===== config.mk =====
export PLATFORM = sky130hd
export DESIGN_NAME = led_matrix_scan_flat
export DESIGN_NICKNAME = d
export VERILOG_FILES = /design/src/rtl/led_matrix_scan_if.sv /design/src/rtl/led_matrix_scan.sv /design/src/flat_wrapper.sv
export SDC_FILE = /design/constraint.sdc
export NUM_CORES = 1
export LEC_CHECK = 0
export CORE_MARGIN = 3
export CORE_UTILIZATION = 40
export CTS_CLUSTER_DIAMETER = 60
export DETAILED_ROUTE_END_ITERATION = 6
export GPL_ROUTABILITY_DRIVEN = 1
export HOLD_SLACK_MARGIN = 0.08
export SYNTH_ARGS = -nofsm -noshare
export SYNTH_HDL_FRONTEND = slang
export SYNTH_SLANG_ARGS = --single-unit

===== constraint.sdc =====
create_clock -name clk -period 3.7 [get_ports clk]
set_clock_uncertainty 0.2 [all_clocks]
set_input_delay 0.74 -clock clk [delete_from_list [all_inputs] [get_ports clk]]
set_output_delay 0.74 -clock clk [all_outputs]
set_load 0.02 [all_outputs]

===== src/rtl/led_matrix_scan_if.sv =====
// Pixel-write / buffer-swap port bundle for led_matrix_scan.
//   wr_en, wr_addr, wr_data : pixel write into the back buffer (index = row*COLS + col)
//   swap_req                : pulse, request a front/back swap at the next frame boundary
//   swap_pend, swap_done    : swap status back to the user logic
// master = user logic, slave = the matrix driver.
interface led_matrix_scan_if #(
  parameter int ROWS = 8,
  parameter int COLS = 8,
  parameter int BPP  = 4
);
  localparam int AW = $clog2(ROWS*COLS);

  logic          wr_en;
  logic [AW-1:0] wr_addr;
  logic [BPP-1:0] wr_data;
  logic          swap_req;
  logic          swap_pend;
  logic          swap_done;

  modport master (output wr_en, wr_addr, wr_data, swap_req, input swap_pend, swap_done);
  modport slave  (input wr_en, wr_addr, wr_data, swap_req, output swap_pend, swap_done);
endinterface


===== src/rtl/led_matrix_scan.sv =====
// Row-scanned LED matrix driver with per-pixel PWM brightness and a
// double-buffered framebuffer. Each row gets BLANK all-off clocks followed by
// (2^BPP-1) PWM steps of PRESCALE clocks; a pixel is lit while level > step.
// Ports:
//   clk, rst_n   : clock, asynchronous active-low reset
//   enable       : 1 = scan, 0 = everything off and scan parked in IDLE
//   bus          : pixel writes / swap handshake (led_matrix_scan_if.slave)
//   frame_start  : 1-cycle pulse as row 0 blanking begins
//   row_out      : one-hot row drive (polarity ROW_ACT_HI)
//   col_out      : column drive (polarity COL_ACT_HI)
module led_matrix_scan #(
  parameter int ROWS       = 8,
  parameter int COLS       = 8,
  parameter int BPP        = 4,
  parameter int PRESCALE   = 4,
  parameter int BLANK      = 2,
  parameter bit ROW_ACT_HI = 1'b1,
  parameter bit COL_ACT_HI = 1'b1
) (
  input  logic              clk,
  input  logic              rst_n,
  input  logic              enable,
  led_matrix_scan_if.slave  bus,
  output logic              frame_start,
  output logic [ROWS-1:0]   row_out,
  output logic [COLS-1:0]   col_out
);
  localparam int NPIX  = ROWS*COLS;
  localparam int AW    = $clog2(NPIX);
  localparam int RW    = (ROWS > 1) ? $clog2(ROWS) : 1;
  localparam int BW    = (BLANK > 1) ? $clog2(BLANK) : 1;
  localparam int PW    = (PRESCALE > 1) ? $clog2(PRESCALE) : 1;
  localparam int NSTEP = (1 << BPP) - 1;
  localparam logic [ROWS-1:0] ROW_OFF = {ROWS{~ROW_ACT_HI}};
  localparam logic [COLS-1:0] COL_OFF = {COLS{~COL_ACT_HI}};

  typedef enum logic [1:0] {S_IDLE, S_BLANK, S_PWM} state_t;

  state_t         state_q, state_d;
  logic [RW-1:0]  row_q, row_d;
  logic [BPP-1:0] step_q, step_d;
  logic [PW-1:0]  pre_q, pre_d;
  logic [BW-1:0]  blk_q, blk_d;
  logic           frame_edge, do_swap;
  logic           front_q, swap_pend_q;
  logic [1:0][NPIX-1:0][BPP-1:0] fb;
  logic [COLS-1:0] lit;

  always_comb begin
    state_d    = state_q;
    row_d      = row_q;
    step_d     = step_q;
    pre_d      = pre_q;
    blk_d      = blk_q;
    frame_edge = 1'b0;
    if (!enable) begin
      state_d = S_IDLE;
      row_d   = '0;
      step_d  = '0;
      pre_d   = '0;
      blk_d   = '0;
    end else begin
      case (state_q)
        S_IDLE: begin
          state_d    = S_BLANK;
          row_d      = '0;
          blk_d      = '0;
          frame_edge = 1'b1;
        end
        S_BLANK:
          if (blk_q == BW'(BLANK-1)) begin
            state_d = S_PWM;
            step_d  = '0;
            pre_d   = '0;
          end else blk_d = blk_q + 1'b1;
        S_PWM:
          if (pre_q == PW'(PRESCALE-1)) begin
            pre_d = '0;
            if (step_q == BPP'(NSTEP-1)) begin
              state_d = S_BLANK;
              blk_d   = '0;
              if (row_q == RW'(ROWS-1)) begin
                row_d      = '0;
                frame_edge = 1'b1;
              end else row_d = row_q + 1'b1;
            end else step_d = step_q + 1'b1;
          end else pre_d = pre_q + 1'b1;
        default: state_d = S_IDLE;
      endcase
    end
  end

  // Swaps only land on a frame boundary so the displayed image never tears.
  assign do_swap       = frame_edge & swap_pend_q;
  assign bus.swap_pend = swap_pend_q;

  for (genvar c = 0; c < COLS; c++) begin : g_col
    logic [AW-1:0] pix;
    assign pix    = AW'(int'(row_q)*COLS + c);
    assign lit[c] = fb[front_q][pix] > step_q;
  end

  always_ff @(posedge clk or negedge rst_n) begin
    if (!rst_n) begin
      state_q       <= S_IDLE;
      row_q         <= '0;
      step_q        <= '0;
      pre_q         <= '0;
      blk_q         <= '0;
      front_q       <= 1'b0;
      swap_pend_q   <= 1'b0;
      bus.swap_done <= 1'b0;
      frame_start   <= 1'b0;
      row_out       <= ROW_OFF;
      col_out       <= COL_OFF;
      fb            <= '0;
    end else begin
      state_q <= state_d;
      row_q   <= row_d;
      step_q  <= step_d;
      pre_q   <= pre_d;
      blk_q   <= blk_d;
      // Uses the pre-swap back index, so a write on the swap edge becomes visible in the new frame.
      if (bus.wr_en && int'(bus.wr_addr) < NPIX)
        fb[~front_q][bus.wr_addr] <= bus.wr_data;
      if (do_swap) front_q <= ~front_q;
      // A request arriving on the swap edge re-arms for the following frame.
      swap_pend_q   <= bus.swap_req | (swap_pend_q & ~do_swap);
      bus.swap_done <= do_swap;
      frame_start   <= frame_edge;
      if (enable && state_q == S_PWM) begin
        row_out <= ROW_OFF ^ (ROWS'(1) << row_q);
        col_out <= COL_OFF ^ lit;
      end else begin
        row_out <= ROW_OFF;
        col_out <= COL_OFF;
      end
    end
  end
endmodule


===== src/flat_wrapper.sv =====
// flat-port wrapper written by rule: the top's interface ports become plain ports
module led_matrix_scan_flat 
#(
  parameter int ROWS       = 8,
  parameter int COLS       = 8,
  parameter int BPP        = 4,
  parameter int PRESCALE   = 4,
  parameter int BLANK      = 2,
  parameter bit ROW_ACT_HI = 1'b1,
  parameter bit COL_ACT_HI = 1'b1
)
  (clk, rst_n, enable, frame_start, row_out, col_out, bus_wr_en, bus_wr_addr, bus_wr_data, bus_swap_req, bus_swap_pend, bus_swap_done);
  led_matrix_scan_if #(.ROWS(ROWS), .COLS(COLS), .BPP(BPP)) bus_i ();
  input  logic clk;
  input  logic rst_n;
  input  logic enable;
  output logic frame_start;
  output logic [ROWS-1:0] row_out;
  output logic [COLS-1:0] col_out;
  input wire logic [$bits(bus_i.wr_en)-1:0] bus_wr_en;
  input wire logic [$bits(bus_i.wr_addr)-1:0] bus_wr_addr;
  input wire logic [$bits(bus_i.wr_data)-1:0] bus_wr_data;
  input wire logic [$bits(bus_i.swap_req)-1:0] bus_swap_req;
  output wire logic [$bits(bus_i.swap_pend)-1:0] bus_swap_pend;
  output wire logic [$bits(bus_i.swap_done)-1:0] bus_swap_done;
  assign bus_i.wr_en = bus_wr_en;
  assign bus_i.wr_addr = bus_wr_addr;
  assign bus_i.wr_data = bus_wr_data;
  assign bus_i.swap_req = bus_swap_req;
  assign bus_swap_pend = bus_i.swap_pend;
  assign bus_swap_done = bus_i.swap_done;
  led_matrix_scan #(.ROWS(ROWS), .COLS(COLS), .BPP(BPP), .PRESCALE(PRESCALE), .BLANK(BLANK), .ROW_ACT_HI(ROW_ACT_HI), .COL_ACT_HI(COL_ACT_HI)) u_core (.clk(clk), .rst_n(rst_n), .enable(enable), .bus(bus_i), .frame_start(frame_start), .row_out(row_out), .col_out(col_out));
endmodule

==> results_dict.tcl, run 1 <==
set metrics [dict create \
    end_kind "flip-flop" \
    dr.first_iter.drc_count 876 \
    post_cts_buffers 0 \
    nFillCells 5526 \
    status "finished, final reports clean" \
    syn-num-nets 1802 \
    portBuffers 33 \
    drc 0 \
    maxCapViolCount 0 \
    start_kind "flip-flop" \
    synth.distinct_cells 45 \
    wirelength_mm 63.96 \
    max_slew_margin_pct 38.62 \
    cts_sinks 544 \
    postRouteAntennaNets 0 \
    path_class "reg -> reg" \
    yosys.area.top_type "dfrtp_1" \
    syn_area_per_cell_sq_um 14.61 \
    grt_busiest_layer "met2" \
    num_antenna_cells 0 \
    slowest_delay_ps 840 \
    antenna_found_initial 0 \
    grt_use_met2_pct 32.13 \
    yosysMostFrequentCell "dfrtp_1" \
    swShare_pct 25.78 \
    grt_use_met1_pct 25.88 \
    setup_viol 0 \
    cp_num_cells 9 \
    reg2regPathDepth 9 \
    yosys_warnings 0 \
    synth_area_leaders "dfrtp_1 (53%), mux2_2 (22%), mux4_2 (11%)" \
    tns_ps 0 \
    ios 34 \
    first_global_vias 16290 \
    root_buffer "clkbuf_16" \
    vias 14940 \
    start_util_pct 40.89 \
    clk_pin_slew_ps 60 \
    fin_nets 1852 \
    max_freq_ghz 0.3034 \
    synth_ff_type "dfrtp_1" \
    final_layout_size_suffix_gt1_share_pct 44.26 \
    coreArea_sq_um 62390 \
    p_switching_mw 4.236 \
    cp.arrival_ps 3590 \
    syn_to_final_growth_pct 14.46 \
    min_path_type "reg -> reg" \
    gr-usage-met3_pct 4.114 \
    yosysSeqAreaShare_pct 53.36 \
    hpwl_mm 41.84 \
    synth.cells.most_frequent "dfrtp_1 (544), mux2_2 (496), mux4_2 (128)" \
    ir_drop_v 0.0003951 \
    power.density_nw_per_um2 562.7 \
    rsz0062_at_grt "false" \
    synth_edf_count 0 \
    cts_made_buffers 59 \
    cts_resized 0 \
    routed_via_density 5.567 \
    grt_remaining_overflow 0 \
    hold_buffers 1 \
    worst-r2r-setup-slack_ps 400 \
    r2r-end "u_core.col_out[0]" \
    leakage_nw 13.66 \
    hold_viol 0 \
    cts_buffer_depth 3 \
    crit_chain "buf_12 -> mux4_2 -> a22oi_1 -> nand2_1 -> ha_1 -> nor2b_1 -> o21a_1 -> o21ai_0 -> a21oi_1" \
    intPower_mw 12.19 \
    slew_violations 0 \
    worstPathRequired_ps 3990 \
    row_count 91 \
    grt_start_max_net_pins 107 \
    grt_pass1_wl_mm 100.1 \
    cts_max_level 2 \
    hold_slack_ps 284.9 \
    synthesis.instances 1746 \
    fin_crit_sh_pct 89.07 \
    reg2reg_from "u_core.front_q" \
    gp_routability_congestion 0.8385 \
    p_comb_share_pct 18.7 \
    min_period_ps 3296 \
    cts_tree "yes" \
    cp_num_buf_inv 1 \
    synthesis.area_sq_um 25510 \
    min_from "u_core.fb[382]" \
    crit_family "flip-flops" \
    die_area_sq_um 66850 \
    grt_usage_pct 19.55 \
    cp-endpoint "u_core.col_out[0]" \
    tightest_slew_ps 919.7 \
    pwr-share-seq_pct 44.9 \
    wl_per_cell_um 23.84 \
    first_pass_iters 5 \
    fp.dieH_um 258.5 \
    synth_top_area_share_pct 53.36 \
    ys_ff_latch 544 \
    path_max_fanout 25 \
    clock_latency_ps 630 \
    cpMaxStageDelayCell "dfrtp_4" \
    die_w_um 258.5 \
    async_flop_share_pct 100.0 \
    clkPwrFrac_pct 36.4 \
    critPathLaunch "u_core.front_q" \
]
==> per-layer routing <==
metal / vias up / wire [um]
met5: - / 0
met4: 0 / 2200
met3: 114 / 3111
met2: 297 / 30710
met1: 7991 / 27930
li1: 6533 / -
==> stage by stage <==
stage	cell area (sq um)	power (mW)	cells	utilization (%)	worst slack [ps]
floorplan	25510	9.635	1746	-	970.9
global placement	27200	10.46	2571	43.59	245.6
detailed placement	27200	10.60	2571	43.59	249.9
CTS	29200	16.65	2683	46.80	377.5
global route	29200	17.24	2683	46.80	189.9
finish	29200	16.43	2683	46.80	404.3
==> cell usage in the layout, fill, tap and decap left out, types with 3 or more instances in the layout <==
master	n
a22oi_1	48
clkinvlp_4	3
bufinv_16	5
and2_1	9
dfrtp_1	542
buf_12	20
and3_1	12
nor2_8	8
a22o_1	17
mux2_2	496
clkbuf_8	12
nor2_1	89
o21ai_0	11
nand4_1	10
clkdlybuf4s50_1	28
buf_4	54
nor2_4	4
nand2_1	94
mux2_1	16
a21oi_1	11
a31oi_1	4
clkinv_2	14
inv_1	19
mux4_2	128
nor2b_1	12
nor3_1	3
nand2b_1	8
clkbuf_1	15
o21a_1	8
nand3_1	16
ha_1	41
clkbuf_16	60
==> cell type report <==
| class | count | area, sq um | area share, % |
|---|---|---|---|
| clock buffers | 87 | 1723 | 5.900 |
| clock inverters | 24 | 267.8 | 0.9170 |
| inverters | 19 | 71.32 | 0.2442 |
| multi-input cells | 1068 | 11360 | 38.90 |
| flip-flops and latches | 544 | 13620 | 46.65 |
| well taps | 837 | 1047 | 3.586 |
| repair buffers | 104 | 1111 | 3.805 |
==> how the worst min path moves through the flow <==
stage | cells after the start | endpoint | slack [ps]
floorplan | 0 | u_core.blk_q | 240
global placement | 1 | u_core.fb[354] | 260
detailed placement | 1 | u_core.fb[383] | 270
CTS | 1 | u_core.fb[383] | 290
global route | 1 | u_core.fb[383] | 300
finish | 1 | u_core.fb[382] | 280
==> registers in the layout, indices dropped and copies added (netlist names), 2 cells and up <==
register	cells
u_core.step_q	4
u_core.row_q	3
u_core.state_q	2
u_core.col_out	8
u_core.row_out	8
u_core.pre_q	2
u_core.fb	512
==> power groups by stage <==
stage	Clock, mW	Sequential [mW]	Combinational, mW
6_report	5.98	7.37	3.08
5_1_grt	6.38	7.48	3.38
4_1_cts	6.14	7.38	3.14
3_5_place_dp	0	7.48	3.12
3_3_place_gp	0	7.43	3.03
2_1_floorplan	0	7.20	2.44
==> cells by family after synthesis <==
family,count (synthesis),synth area share (%)
AO/OA/AOI/OAI,106,2.977
XOR/XNOR,1,0.03434
adder cells (fa/ha/maj),41,2.011
buffers and inverters,134,2.192
flip-flops,544,53.36
multiplexers,641,33.94
AND/OR/NAND/NOR,279,5.488
Note: power is estimated with default switching activity, not from simulation.
==> run 2: changes to the inputs <==
--- a/config.mk
+++ b/config.mk
@@ -7,6 +7,7 @@
 export LEC_CHECK = 0
 export CORE_MARGIN = 3
 export CORE_UTILIZATION = 40
+export CTS_BUF_LIST = sky130_fd_sc_hd__clkbuf_4
 export CTS_CLUSTER_DIAMETER = 60
 export DETAILED_ROUTE_END_ITERATION = 6
 export GPL_ROUTABILITY_DRIVEN = 1
==> results_dict.tcl, run 2 (synthesized netlist as in run 1, its figures left out) <==
set metrics [dict create \
    status "finished, final reports clean" \
    max_freq_ghz 0.3052 \
    die_w_um 258.5 \
    vias 15480 \
    hold_slack_ps 234.0 \
    gp_routability_congestion 0.8385 \
    cts_tree "yes" \
    largestRegisters "u_core.fb x512, u_core.col_out x8, u_core.row_out x8" \
    setup_viol 0 \
    end_kind "flip-flop" \
    worstPathRequired_ps 4340 \
    row_count 91 \
    cts_sinks 544 \
    largest_register_ff_count 512 \
    clk_pin_slew_ps 70 \
    antenna_found_initial 3 \
    cts_max_level 4 \
    grt_usage_pct 20.17 \
    worst-r2r-setup-slack_ps 420 \
    cts_buffer_depth 3 \
    fin_crit_sh_pct 88.57 \
    drc 0 \
    root_buffer "clkbuf_4" \
    path_class "reg -> reg" \
    ios 34 \
    nFillCells 5653 \
    max_slew_margin_pct 36.46 \
    start_kind "flip-flop" \
    grt_pass1_wl_mm 101.8 \
    min_path_type "in -> reg" \
    syn_to_final_growth_pct 14.01 \
    first_global_vias 17130 \
    postRouteAntennaNets 0 \
    min_from "bus_wr_data[0]" \
    dpl_worst_slack_ps 249.9 \
    dr.first_iter.drc_count 900 \
    routed_via_density 5.469 \
    final_common_cell "dfrtp_1" \
    maxCapViolCount 0 \
    tightest_slew_ps 952.1 \
    cts_made_buffers 151 \
    hold_viol 0 \
    grt_start_max_net_pins 107 \
    wl_per_cell_um 22.88 \
    rsz0062_at_grt "false" \
    whs_endpoint "u_core.fb[36]" \
    leakage_nw 13.80 \
    first_pass_iters 5 \
    fin_nets 1947 \
    slew_violations 0 \
    final_layout_size_suffix_gt1_share_pct 48.14 \
    ir_drop_v 0.0002566 \
    wirelength_mm 64.78 \
    top_register "u_core.fb" \
    hold_path_depth 2 \
    start_util_pct 40.89 \
    power.total_mw 15.75 \
    seq_area_sq_um 13620 \
    coreArea_sq_um 62390 \
    tns_ps 0 \
    r2r-end "u_core.col_out[0]" \
    finish.utilization_pct 46.62 \
    die_area_sq_um 66850 \
    final_cell_mix "dfrtp_1 (542), mux2_2 (496), clkbuf_4 (229)" \
    post_cts_buffers 0 \
    worst_slack_ps 422.9 \
    min_period_ps 3277 \
    power.density_nw_per_um2 541.5 \
    path_max_fanout 25 \
    multiInputGateArea_sq_um 11360 \
    clock_latency_ps 980 \
    reg2regPathDepth 9 \
    hpwl_mm 41.84 \
    grt_remaining_overflow 0 \
    cp.arrival_ps 3920 \
    portBuffers 33 \
    fp.dieH_um 258.5 \
    reg2reg_from "u_core.front_q" \
]
==> run 2: changes by cell type in the layout (fill, tap and decap cells not counted), moves of 3 or more <==
cell / change
clkbuf_4: +229
clkbuf_16: -60
clkbuf_1: -15
clkinv_1: +14
clkinv_2: -14
clkbuf_8: -12
diode_2: +6
bufinv_16: -4
inv_2: +4
dlygate4sd3_1: +3
==> run 2: cell type report <==
cell class / instances / area share [%]
multi-input combinational: 1068 / 39.05
timing repair buffer: 107 / 3.923
antenna: 6 / 0.05162
sequential: 544 / 46.83
tap: 837 / 3.600
clock inverter: 21 / 0.3871
inverter: 19 / 0.2452
clock buffer: 229 / 5.910
==> run 2: how the worst max path moves through the flow <==
stage / startpoint / end / slack (ps) / cells after the start
after floorplan: u_core.front_q / u_core.col_out[4] / 970 / 11
after global placement: bus_wr_addr[2] / u_core.fb[11] / 250 / 6
after detailed placement: bus_wr_addr[2] / u_core.fb[78] / 250 / 6
after CTS: u_core.front_q / u_core.col_out[1] / 400 / 9
after global routing: u_core.front_q / u_core.col_out[2] / 200 / 9
final: u_core.front_q / u_core.col_out[0] / 420 / 9
==> run 2: worst max-delay path, stage by stage, from the launching register on <==
cell,delay (ps)
dfrtp_4,840
buf_12,320
mux4_2,550
a22oi_1,230
nand2_1,80
ha_1,280
nor2b_1,140
o21a_1,160
o21ai_0,200
a21oi_1,120
==> run 2: per-layer routing <==
metal | track usage (%) | share of wire, % | wire [um]
met1 | 25.83 | 44 | 28380
met2 | 32.07 | 48 | 30910
met3 | 5.551 | 5.0 | 3235
met4 | 9.129 | 3.5 | 2249
met5 | 0 | 0.020 | 13
==> run 2: stage by stage <==
stage | cell area [sq um] | cells
2_1_floorplan | 25510 | 1746
3_3_place_gp | 27200 | 2571
3_5_place_dp | 27200 | 2571
4_1_cts | 29070 | 2825
5_1_grt | 29090 | 2831
6_report | 29090 | 2831
==> run 2: repair_timing <==
| item | 4_1_cts | 5_1_grt |
|---|---|---|
| resized for setup | 0 | 0 |
| hold endpoints to repair | 439 | 0 |
| hold buffers | 4 | 0 |
==> run 2: power breakdown <==
part | total, mW | switching, mW | internal (mW)
sequential | 7.37 | 0.542 | 6.83
clock | 5.30 | 2.45 | 2.85
combinational | 3.08 | 1.28 | 1.80
